File: src/rtl/hazard_ctrl_if.sv
// hazard_ctrl_if: bundles the hazard controller's pipeline-facing signals.
//   master : pipeline side (drives ID/EX/memory status, receives enables/flushes)
//   slave  : hazard_ctrl itself
// Inputs : ID_rs1/ID_rs2/ID_use_rs1/ID_use_rs2, EX_rd/EX_MemRead/EX_muldiv/
//          EX_branch_taken, IM_stall/DM_stall
// Outputs: PC_write, IF_ID_write/flush, ID_EX_write/flush, EX_MEM_write/flush,
//          md_busy, hz_state
interface hazard_ctrl_if;
  logic [4:0] ID_rs1;
  logic [4:0] ID_rs2;
  logic       ID_use_rs1;
  logic       ID_use_rs2;
  logic [4:0] EX_rd;
  logic       EX_MemRead;
  logic       EX_muldiv;
  logic       EX_branch_taken;
  logic       IM_stall;
  logic       DM_stall;
  logic       PC_write;
  logic       IF_ID_write;
  logic       IF_ID_flush;
  logic       ID_EX_write;
  logic       ID_EX_flush;
  logic       EX_MEM_write;
  logic       EX_MEM_flush;
  logic       md_busy;
  logic [1:0] hz_state;

  modport master (
    output ID_rs1, ID_rs2, ID_use_rs1, ID_use_rs2, EX_rd, EX_MemRead,
           EX_muldiv, EX_branch_taken, IM_stall, DM_stall,
    input  PC_write, IF_ID_write, IF_ID_flush, ID_EX_write, ID_EX_flush,
           EX_MEM_write, EX_MEM_flush, md_busy, hz_state
  );

  modport slave (
    input  ID_rs1, ID_rs2, ID_use_rs1, ID_use_rs2, EX_rd, EX_MemRead,
           EX_muldiv, EX_branch_taken, IM_stall, DM_stall,
    output PC_write, IF_ID_write, IF_ID_flush, ID_EX_write, ID_EX_flush,
           EX_MEM_write, EX_MEM_flush, md_busy, hz_state
  );
endinterface

File: src/rtl/hazard_ctrl.sv
// hazard_ctrl: stall/flush controller for the six-stage pipeline. Handles the
// hazards forwarding cannot cover: load-use, multi-cycle mul/div in EX,
// taken-branch redirect and instruction/data memory wait.
// Ports:
//   clk  : rising-edge clock
//   rst  : asynchronous reset, active low
//   hz   : hazard_ctrl_if.slave (pipeline status in, enables/flushes out)
// Optional feature macro HAZARD_PERF_EN adds:
//   perf_stall_cycles[31:0] : cycles with PC_write=0 (saturating)
//   perf_flushes[31:0]      : cycles with any flush asserted (saturating)
// Outputs are combinational from the registered state/counter and inputs;
// while rst is low they are forced to their idle values.
module hazard_ctrl #(
  parameter int LOAD_USE_STALL = 2,
  parameter int MD_LATENCY     = 4,
  parameter int CNT_W          = 4
) (
  input  logic         clk,
  input  logic         rst,
  hazard_ctrl_if.slave hz
`ifdef HAZARD_PERF_EN
  ,
  output logic [31:0]  perf_stall_cycles,
  output logic [31:0]  perf_flushes
`endif
);

  typedef enum logic [1:0] {
    RUN      = 2'd0,
    LU_STALL = 2'd1,
    MD_BUSY  = 2'd2,
    MEM_WAIT = 2'd3
  } state_t;

  state_t           r_state, w_state_n;
  state_t           r_ret,   w_ret_n;
  logic [CNT_W-1:0] r_cnt,   w_cnt_n;
  logic             r_md_done, w_md_done_n;

  logic w_mem, w_lu;

  assign w_mem = hz.IM_stall | hz.DM_stall;
  assign w_lu  = hz.EX_MemRead && (hz.EX_rd != 5'd0) &&
                 ((hz.ID_use_rs1 && (hz.ID_rs1 == hz.EX_rd)) ||
                  (hz.ID_use_rs2 && (hz.ID_rs2 == hz.EX_rd)));

  always_ff @(posedge clk or negedge rst) begin
    if (!rst) begin
      r_state   <= RUN;
      r_ret     <= RUN;
      r_cnt     <= '0;
      r_md_done <= 1'b0;
    end else begin
      r_state   <= w_state_n;
      r_ret     <= w_ret_n;
      r_cnt     <= w_cnt_n;
      r_md_done <= w_md_done_n;
    end
  end

  always_comb begin
    w_state_n       = r_state;
    w_ret_n         = r_ret;
    w_cnt_n         = r_cnt;
    w_md_done_n     = r_md_done;
    hz.PC_write     = 1'b1;
    hz.IF_ID_write  = 1'b1;
    hz.IF_ID_flush  = 1'b0;
    hz.ID_EX_write  = 1'b1;
    hz.ID_EX_flush  = 1'b0;
    hz.EX_MEM_write = 1'b1;
    hz.EX_MEM_flush = 1'b0;
    hz.md_busy      = 1'b0;
    hz.hz_state     = r_state;

    if (!rst) begin
      // outputs stay at idle values while reset is held
      hz.hz_state = RUN;
    end else begin
      case (r_state)
        RUN: begin
          // a completed mul/div only blocks re-entry for one RUN cycle
          w_md_done_n = 1'b0;
          if (w_mem) begin
            hz.PC_write = 1'b0; hz.IF_ID_write = 1'b0;
            hz.ID_EX_write = 1'b0; hz.EX_MEM_write = 1'b0;
            w_ret_n   = RUN;
            w_state_n = MEM_WAIT;
          end else if (hz.EX_branch_taken) begin
            hz.IF_ID_flush = 1'b1;
            hz.ID_EX_flush = 1'b1;
          end else if (hz.EX_muldiv && !r_md_done && (MD_LATENCY > 1)) begin
            hz.PC_write = 1'b0; hz.IF_ID_write = 1'b0; hz.ID_EX_write = 1'b0;
            hz.EX_MEM_flush = 1'b1;
            hz.md_busy      = 1'b1;
            w_cnt_n = CNT_W'(MD_LATENCY - 2);
            if (MD_LATENCY > 2) w_state_n   = MD_BUSY;
            else                w_md_done_n = 1'b1;
          end else if (w_lu) begin
            hz.PC_write = 1'b0; hz.IF_ID_write = 1'b0;
            hz.ID_EX_flush = 1'b1;
            if (LOAD_USE_STALL > 1) begin
              w_cnt_n   = CNT_W'(LOAD_USE_STALL - 1);
              w_state_n = LU_STALL;
            end
          end
        end

        LU_STALL: begin
          if (w_mem) begin
            hz.PC_write = 1'b0; hz.IF_ID_write = 1'b0;
            hz.ID_EX_write = 1'b0; hz.EX_MEM_write = 1'b0;
            w_ret_n   = LU_STALL;
            w_state_n = MEM_WAIT;
          end else begin
            hz.PC_write = 1'b0; hz.IF_ID_write = 1'b0;
            hz.ID_EX_flush = 1'b1;
            if (r_cnt <= CNT_W'(1)) w_state_n = RUN;
            else                    w_cnt_n   = r_cnt - CNT_W'(1);
          end
        end

        MD_BUSY: begin
          if (w_mem) begin
            hz.PC_write = 1'b0; hz.IF_ID_write = 1'b0;
            hz.ID_EX_write = 1'b0; hz.EX_MEM_write = 1'b0;
            w_ret_n   = MD_BUSY;
            w_state_n = MEM_WAIT;
          end else begin
            hz.PC_write = 1'b0; hz.IF_ID_write = 1'b0; hz.ID_EX_write = 1'b0;
            hz.EX_MEM_flush = 1'b1;
            hz.md_busy      = 1'b1;
            if (r_cnt <= CNT_W'(1)) begin
              w_state_n   = RUN;
              w_md_done_n = 1'b1;
            end else begin
              w_cnt_n = r_cnt - CNT_W'(1);
            end
          end
        end

        default: begin // MEM_WAIT: frozen, including the release cycle
          hz.PC_write = 1'b0; hz.IF_ID_write = 1'b0;
          hz.ID_EX_write = 1'b0; hz.EX_MEM_write = 1'b0;
          if (!w_mem) w_state_n = r_ret;
        end
      endcase
    end
  end

`ifdef HAZARD_PERF_EN
  always_ff @(posedge clk or negedge rst) begin
    if (!rst) begin
      perf_stall_cycles <= '0;
      perf_flushes      <= '0;
    end else begin
      if (!hz.PC_write && (perf_stall_cycles != 32'hFFFF_FFFF))
        perf_stall_cycles <= perf_stall_cycles + 32'd1;
      if ((hz.IF_ID_flush || hz.ID_EX_flush || hz.EX_MEM_flush) &&
          (perf_flushes != 32'hFFFF_FFFF))
        perf_flushes <= perf_flushes + 32'd1;
    end
  end
`endif

endmodule

File: src/flat_wrapper.sv
// flat-port wrapper written by rule: the top's interface ports become plain ports
module hazard_ctrl_flat 
#(
  parameter int LOAD_USE_STALL = 2,
  parameter int MD_LATENCY     = 4,
  parameter int CNT_W          = 4
)
  (clk, rst, hz_ID_rs1, hz_ID_rs2, hz_ID_use_rs1, hz_ID_use_rs2, hz_EX_rd, hz_EX_MemRead, hz_EX_muldiv, hz_EX_branch_taken, hz_IM_stall, hz_DM_stall, hz_PC_write, hz_IF_ID_write, hz_IF_ID_flush, hz_ID_EX_write, hz_ID_EX_flush, hz_EX_MEM_write, hz_EX_MEM_flush, hz_md_busy, hz_hz_state);
  hazard_ctrl_if hz_i ();
  input  logic clk;
  input  logic rst;
  input wire logic [$bits(hz_i.ID_rs1)-1:0] hz_ID_rs1;
  input wire logic [$bits(hz_i.ID_rs2)-1:0] hz_ID_rs2;
  input wire logic [$bits(hz_i.ID_use_rs1)-1:0] hz_ID_use_rs1;
  input wire logic [$bits(hz_i.ID_use_rs2)-1:0] hz_ID_use_rs2;
  input wire logic [$bits(hz_i.EX_rd)-1:0] hz_EX_rd;
  input wire logic [$bits(hz_i.EX_MemRead)-1:0] hz_EX_MemRead;
  input wire logic [$bits(hz_i.EX_muldiv)-1:0] hz_EX_muldiv;
  input wire logic [$bits(hz_i.EX_branch_taken)-1:0] hz_EX_branch_taken;
  input wire logic [$bits(hz_i.IM_stall)-1:0] hz_IM_stall;
  input wire logic [$bits(hz_i.DM_stall)-1:0] hz_DM_stall;
  output wire logic [$bits(hz_i.PC_write)-1:0] hz_PC_write;
  output wire logic [$bits(hz_i.IF_ID_write)-1:0] hz_IF_ID_write;
  output wire logic [$bits(hz_i.IF_ID_flush)-1:0] hz_IF_ID_flush;
  output wire logic [$bits(hz_i.ID_EX_write)-1:0] hz_ID_EX_write;
  output wire logic [$bits(hz_i.ID_EX_flush)-1:0] hz_ID_EX_flush;
  output wire logic [$bits(hz_i.EX_MEM_write)-1:0] hz_EX_MEM_write;
  output wire logic [$bits(hz_i.EX_MEM_flush)-1:0] hz_EX_MEM_flush;
  output wire logic [$bits(hz_i.md_busy)-1:0] hz_md_busy;
  output wire logic [$bits(hz_i.hz_state)-1:0] hz_hz_state;
  assign hz_i.ID_rs1 = hz_ID_rs1;
  assign hz_i.ID_rs2 = hz_ID_rs2;
  assign hz_i.ID_use_rs1 = hz_ID_use_rs1;
  assign hz_i.ID_use_rs2 = hz_ID_use_rs2;
  assign hz_i.EX_rd = hz_EX_rd;
  assign hz_i.EX_MemRead = hz_EX_MemRead;
  assign hz_i.EX_muldiv = hz_EX_muldiv;
  assign hz_i.EX_branch_taken = hz_EX_branch_taken;
  assign hz_i.IM_stall = hz_IM_stall;
  assign hz_i.DM_stall = hz_DM_stall;
  assign hz_PC_write = hz_i.PC_write;
  assign hz_IF_ID_write = hz_i.IF_ID_write;
  assign hz_IF_ID_flush = hz_i.IF_ID_flush;
  assign hz_ID_EX_write = hz_i.ID_EX_write;
  assign hz_ID_EX_flush = hz_i.ID_EX_flush;
  assign hz_EX_MEM_write = hz_i.EX_MEM_write;
  assign hz_EX_MEM_flush = hz_i.EX_MEM_flush;
  assign hz_md_busy = hz_i.md_busy;
  assign hz_hz_state = hz_i.hz_state;
  hazard_ctrl #(.LOAD_USE_STALL(LOAD_USE_STALL), .MD_LATENCY(MD_LATENCY), .CNT_W(CNT_W)) u_core (.clk(clk), .rst(rst), .hz(hz_i));
endmodule
File: config.mk
export PLATFORM = sky130hd
export DESIGN_NAME = hazard_ctrl_flat
export DESIGN_NICKNAME = d
export VERILOG_FILES = /design/src/rtl/hazard_ctrl_if.sv /design/src/rtl/hazard_ctrl.sv /design/src/flat_wrapper.sv
export SDC_FILE = /design/constraint.sdc
export NUM_CORES = 1
export LEC_CHECK = 0
export ABC_AREA = 1
export BUFFER_PORTS_ARGS = -buffer_cell sky130_fd_sc_hd__buf_4
export CORE_MARGIN = 5
export CORE_UTILIZATION = 30
export CTS_BUF_LIST = sky130_fd_sc_hd__clkbuf_8
export DETAILED_ROUTE_END_ITERATION = 16
export PLACE_DENSITY = 0.58
export SYNTH_ARGS = -nofsm -noshare
export SYNTH_HDL_FRONTEND = slang
export SYNTH_SLANG_ARGS = --single-unit
File: constraint.sdc
create_clock -name clk -period 4.28 [get_ports clk]
set_clock_uncertainty 0.1 [all_clocks]
set_input_delay 1.07 -clock clk [delete_from_list [all_inputs] [get_ports clk]]
set_output_delay 1.07 -clock clk [all_outputs]
set_load 0.005 [all_outputs]
==> results.json, run 1 <==
{
  "status": "finished, final reports clean",
  "synth_area_mm2": 0.00102,
  "drcViolationCount": 0,
  "criticalPathCategory": "in2out",
  "crit-reg2reg-launch": "u_core.r_state[0]$_DFFE_PN0P_",
  "synth-seq-cells": 9,
  "cts_tree": "done",
  "postSynthCellCount": 164,
  "fin_nets": 230,
  "ctsHoldBuffers": 0,
  "ios": 34,
  "dp_cells": 241,
  "seq_area_frac_synth_pct": 22.2,
  "grt_setup_unrepaired": "no",
  "grt_max_degree": 16,
  "fin_cells": 245,
  "ir_drop_v": 0.000156,
  "cts_buffers": 3,
  "muxShareOfSynthArea_pct": 1.48,
  "met3_usage_pct": 1.64,
  "hold_path_depth": 2,
  "synth_warnings": 0,
  "wl_per_cell_um": 9.77,
  "clockBufferDepth": 2,
  "post_cts_buffers": 0,
  "hold_path.class": "reg2reg",
  "hold_start": "u_core.r_cnt[1]$_DFFE_PN0P_",
  "port-buffer-count": 33,
  "synth_xor_area_share_pct": 0.862,
  "period_share_pct": 74.5,
  "htreeDepth": 1,
  "drive_gt1_share_pct": 29.6,
  "num_antenna_cells": 0,
  "vias_per_cell": 4.41,
  "setup_violations": 0,
  "gr-total-overflow": 0,
  "required_ns": 3.11,
  "worst-path-max-fanout": 8,
  "async_reset_ff_share_pct": 100,
  "ant_nets": 0,
  "die_y_um": 68.2,
  "period_needed_ns": 3.19,
  "yosys_most_used_dff": "dfrtp_1",
  "arrival_ns": 2.02,
  "powerDensity_mw_per_mm2": 491,
  "crit_path_start_kind": "input port",
  "mostFrequentLayoutCells": "54 x nand2_1, 33 x buf_4, 24 x inv_1, 16 x nor2_1",
  "startpoint": "hz_DM_stall",
  "synth_edf_count": 0,
  "area_growth_pct": 33.0,
  "synth_compound_area_share_pct": 12.2,
  "maxCapViolCount": 0,
  "clock_latency_ns": 0.24,
  "grt_pass1_vias": 920,
  "core_mm2": 0.00331,
  "clockRootBuffer": "clkbuf_8",
  "tightestPinTransition_ns": 0.308,
  "postRouteWirelength_um": 2390,
  "slew_viol_final": 0,
  "dieWidth_um": 68.2,
  "dr_total_vias": 1080,
  "clkSlewWorstSetupHoldPaths_ns": 0.05,
  "synth_top_family_by_area": "simple AND/OR/NAND/NOR gates",
  "die_area_mm2": 0.00465,
  "end_kind": "output pin",
  "synthAdderAreaFrac_pct": 7.39,
  "max-slew-margin-rel_pct": 79.5,
  "nFillCells": 383,
  "top_usage_layer": "met2",
  "gp_congestion": 0.808,
  "use_met2_pct": 18.7,
  "grt_pass1_wl_um": 3850,
  "cts_resized": 0,
  "ys_types": 29,
  "syn-num-nets": 194,
  "max_freq_mhz": 314,
  "grt_use_total_pct": 10.9,
  "start_util_pct": 30.7,
  "drt_pass1_iterations": 7,
  "numClockSinks": 9,
  "drt_iter0_markers": 56,
  "avgSynthCellArea_um2": 6.19,
  "synth-simple-area-share_pct": 42.4,
  "rows": 21,
  "fin_setup_tns_ns": 0,
  "final_common_cell": "nand2_1",
  "use_met1_pct": 13.6,
  "dp_hpwl_um": 2010,
  "p_leak_nw": 0.767,
  "finalHoldViolations": 0,
  "worstRegToRegCells": 8,
  "antenna_found_initial": 0
}
## metrics by stage
step	util (%)	hold slack (ns)	instance area [µm²]	setup WS, ns	power [mW]
floorplan	-	0.342	1020	1.33	0.462
finish	40.8	0.370	1350	1.09	0.663
detailed placement	39.5	0.360	1310	1.08	0.564
CTS	40.8	0.372	1350	1.07	0.670
global route	40.8	0.381	1350	0.982	0.733
global placement	39.5	0.357	1310	1.11	0.572
## state kept, by name (all words and copies together), names as in the netlist
signal	flops
u_core.r_cnt	4
u_core.r_md_done	1
u_core.r_ret	2
u_core.r_state	2
## Yosys cell counts, types with 3 or more instances
cell type	instances	area, µm²
a21oi_1	5	25.0
dfrtp_1	9	225
ha_1	6	75.1
inv_1	23	86.3
inv_2	8	30.0
nand2_1	54	203
nand2_2	3	18.8
nand3_1	9	45.0
nand3_2	3	30.0
nand4_1	3	18.8
nor2_1	16	60.1
o21ai_1	5	25.0
## logic make-up (layout without fill, tap and decap cells)
kind of cell,after synthesis,count (layout)
buffers and inverters,34,69
XOR/XNOR,1,1
AO/OA/AOI/OAI,19,19
flip-flops,9,9
AND/OR/NAND/NOR,94,94
adder cells (fa/ha/maj),6,6
multiplexers,1,1
## worst paths after layout
kind | endpoint | slack, ns
setup / recovery | hz_ID_EX_flush | 1.09
hold / removal | u_core.r_cnt[1]$_DFFE_PN0P_ | 0.37
setup reg to reg | u_core.r_cnt[2]$_DFFE_PN0P_ | 2.40
hold reg to reg | u_core.r_cnt[1]$_DFFE_PN0P_ | 0.37
max in group asynchronous | u_core.r_cnt[1]$_DFFE_PN0P_ | 3.33
min in group asynchronous | u_core.r_ret[1]$_DFFE_PN0P_ | 0.57
## where the power goes
part	switching, mW	total [mW]	internal, mW
combinational	0.237	0.406	0.169
sequential	0.0327	0.156	0.124
clock	0.0381	0.101	0.0629
## critical path, stage by stage
cell	delay [ns]
buf_4	0.12
nor2_4	0.17
inv_4	0.08
nor3_2	0.20
nand3_1	0.10
a31oi_1	0.15
buf_4	0.13
## routing by layer
| metal | vias to the layer above | wire, µm |
|---|---|---|
| met5 | - | 0 |
| li1 | 583 | - |
| met3 | 2 | 139 |
| met1 | 462 | 1100 |
| met4 | 0 | 26 |
| met2 | 33 | 1130 |
## layout make-up
class,count,area (µm²),share of cell area (%)
clock buffer,3,41.3,3.06
clock inverter,1,3.75,0.278
inverter,32,123,9.07
multi-input combinational,121,653,48.3
sequential,9,225,16.7
tap,46,57.6,4.26
timing repair buffer,33,248,18.3
Note: power is estimated with default switching activity, not from simulation.
==> inputs of run 2 (changes only) <==
--- a/config.mk
+++ b/config.mk
@@ -5,13 +5,13 @@
 export SDC_FILE = /design/constraint.sdc
 export NUM_CORES = 1
 export LEC_CHECK = 0
-export ABC_AREA = 1
+export ABC_AREA = 0
 export BUFFER_PORTS_ARGS = -buffer_cell sky130_fd_sc_hd__buf_4
 export CORE_MARGIN = 5
 export CORE_UTILIZATION = 30
 export CTS_BUF_LIST = sky130_fd_sc_hd__clkbuf_8
 export DETAILED_ROUTE_END_ITERATION = 16
-export PLACE_DENSITY = 0.58
+export PLACE_DENSITY = 0.59
 export SYNTH_ARGS = -nofsm -noshare
 export SYNTH_HDL_FRONTEND = slang
 export SYNTH_SLANG_ARGS = --single-unit
==> constraint.sdc (replaced) <==
create_clock -name clk -period 3 [get_ports clk]
set_clock_uncertainty 0.1 [all_clocks]
set_input_delay 0.75 -clock clk [delete_from_list [all_inputs] [get_ports clk]]
set_output_delay 0.75 -clock clk [all_outputs]
set_load 0.005 [all_outputs]
==> run 2 against run 1 <==
Compared with the run above: clock power rose by 38%; worst hold slack got worse by 0.095 ns; final cell count fell by 24%; sequential cell count did not move; core utilization rose by 0.32 points; combinational power rose by 26%; synthesized area fell by 5.2%; sequential share of layout area rose by 1.1 points; critical path depth did not move; critical endpoint unchanged; largest cell class unchanged.
==> results.json, run 2 <==
{
  "setup_violations": 0,
  "ant_nets": 0,
  "pre_cts_slack_ns": 0.0897,
  "tightestPinTransition_ns": 0.450,
  "synth-seq-cells": 9,
  "top_usage_layer": "met2",
  "cpMostUsedCell": "buf_4",
  "clockRootBuffer": "clkbuf_8",
  "cts_resized": 0,
  "stdcell_area_mm2": 0.00127,
  "cts_tree": "done",
  "rows": 20,
  "clock_latency_ns": 0.23,
  "drt_iter0_markers": 55,
  "powerDensity_mw_per_mm2": 684,
  "largest_reg_flops": 4,
  "dp_cells": 181,
  "p_sw_uw": 376,
  "clkSlewWorstSetupHoldPaths_ns": 0.05,
  "fin_ws_ns": 0.0800,
  "port-buffer-count": 33,
  "critPathSlowestCell": "or4_1",
  "postLayoutCoreUtil_pct": 41.1,
  "dieWidth_um": 66.7,
  "synthTopCellsByCount": "10 x nand2_1, 10 x xnor2_1, 9 x dfrtp_1, 9 x nor2_1, 7 x o21ai_0",
  "ys_types": 45,
  "synth_warnings": 0,
  "worst-path-max-fanout": 3,
  "seqPwrFrac_pct": 24.9,
  "ios": 34,
  "synth_top_area_share_pct": 23.4,
  "status": "finished, final reports clean",
  "max_freq_mhz": 342,
  "hold_path.class": "in2async",
  "grt_use_total_pct": 11.8,
  "drcViolationCount": 0,
  "seq_area_frac_synth_pct": 23.4,
  "wl_per_cell_um": 13.1,
  "grt_max_degree": 20,
  "hold_ws_ns": 0.276,
  "num_antenna_cells": 0,
  "fin_cells": 185,
  "dr_total_vias": 894,
  "post_cts_buffers": 0,
  "core_mm2": 0.00308,
  "gp_congestion": 0.795,
  "fin_nets": 172,
  "syn-num-nets": 139,
  "end_kind": "output pin",
  "worstPathCellList": "buf_4, or4_1, o21a_2, nand2_1, o22ai_1, and2_1, buf_4",
  "comb_power_share_pct": 59.0,
  "power_uw": 866,
  "synth_area_um2": 963,
  "synth_edf_count": 0,
  "area_growth_pct": 31.4,
  "ir_drop_v": 0.000299,
  "grt_pass1_wl_um": 4060,
  "p_clk_share_pct": 16.0,
  "final_common_cell": "buf_4",
  "grt_setup_unrepaired": "no",
  "met3_usage_pct": 3.20,
  "vias_per_cell": 4.83,
  "crit_path_start_kind": "input port",
  "numClockSinks": 9,
  "slew_viol_final": 0,
  "async_reset_ff_share_pct": 100,
  "drive_gt1_share_pct": 37.6,
  "yosys_most_used_dff": "dfrtp_1",
  "finalHoldViolations": 0,
  "arrival_ns": 2.07,
  "use_met1_pct": 14.5,
  "dpl_cell_area_mm2": 0.00122,
  "swShare_pct": 43.5,
  "dp_hpwl_um": 1950,
  "antenna_found_initial": 0,
  "drt_pass1_iterations": 4,
  "fin_setup_tns_ns": 0,
  "mostFrequentLayoutCells": "33 x buf_4, 10 x xnor2_1, 10 x nand2_1, 9 x nor2_1, 9 x dfrtp_1",
  "grt_pass1_vias": 896,
  "die_y_um": 66.7,
  "top_regs": "u_core.r_cnt (4), u_core.r_ret (2), u_core.r_state (2)",
  "clockBufferDepth": 2,
  "period_share_pct": 97.3,
  "required_ns": 2.15,
  "max_stage_delay_ns": 0.51,
  "p_int_uw": 490,
  "start_util_pct": 31.3,
  "htreeDepth": 1,
  "die_area_mm2": 0.00444,
  "cts_buffers": 3,
  "postRouteWirelength_um": 2420,
  "use_met2_pct": 19.7,
  "ctsHoldBuffers": 0,
  "regMostFlops": "u_core.r_cnt",
  "synth_top_cell_by_area": "dfrtp_1",
  "max-slew-margin-rel_pct": 70.0,
  "period_needed_ns": 2.92,
  "synth_area_leaders": "dfrtp_1 23%, xnor2_1 9.1%, ha_1 7.8%",
  "postSynthCellCount": 109,
  "avgSynthCellArea_um2": 8.84,
  "gr-total-overflow": 0,
  "maxCapViolCount": 0,
  "p_leak_nw": 0.555,
  "criticalPathCategory": "in2out"
}
## run 2: cell count changes after synthesis, moves of 7 or more
cell,before,now
inv_2,8,0
nor2_1,16,9
nand2_1,54,10
xnor2_1,0,10
inv_1,23,5
## run 2: cell families after synthesis
kind of cell,share of synthesized area [%]
buffers and inverters,6.62
flip-flops,23.4
XOR/XNOR,9.09
multiplexers,4.80
AO/OA/AOI/OAI,21.6
adder cells (fa/ha/maj),7.79
AND/OR/NAND/NOR,26.8
## run 2: worst paths after layout
path,start,to,slack [ns],cells after the start
hold / removal,rst,u_core.r_cnt[2]$_DFFE_PN0P_,0.28,1
setup / recovery,hz_EX_rd[1],hz_ID_EX_flush,0.08,7
min in group clk,u_core.r_ret[1]$_DFFE_PN0P_,u_core.r_ret[1]$_DFFE_PN0P_,0.40,2
hold reg to reg,u_core.r_ret[1]$_DFFE_PN0P_,u_core.r_ret[1]$_DFFE_PN0P_,0.40,2
setup reg to reg,u_core.r_state[0]$_DFFE_PN0P_,u_core.r_cnt[3]$_DFFE_PN0P_,0.41,7
max in group asynchronous,rst,u_core.r_ret[1]$_DFFE_PN0P_,2.33,1
## run 2: per-layer routing
layer | vias up | share of wire [%]
met3 | 6 | 3.9
met2 | 19 | 48
met5 | - | 0
li1 | 444 | -
met4 | 0 | 1.9
met1 | 425 | 46
## run 2: final cells by class
cell class	instances	area (µm²)
multi-input cells	90	674
inverters	5	18.8
fillers	326	1810
repair buffers	33	248
clock buffers	3	41.3
well taps	44	55.1
flip-flops and latches	9	225
clock inverters	1	3.75
## run 2: power by group through the flow
| stage | combinational (mW) | clock, mW | sequential [mW] |
|---|---|---|---|
| floorplan | 0.436 | 0 | 0.203 |
| global placement | 0.501 | 0 | 0.216 |
| detailed placement | 0.514 | 0 | 0.217 |
| CTS | 0.516 | 0.143 | 0.216 |
| global route | 0.574 | 0.153 | 0.225 |
| finish | 0.511 | 0.139 | 0.216 |
## run 2: critical path: cells and delay by family
family / cells / cell delay, ns
buffers and inverters: 2 / 0.26
AOI/OAI and AO/OA: 2 / 0.32
and+or+nand+nor: 3 / 0.74
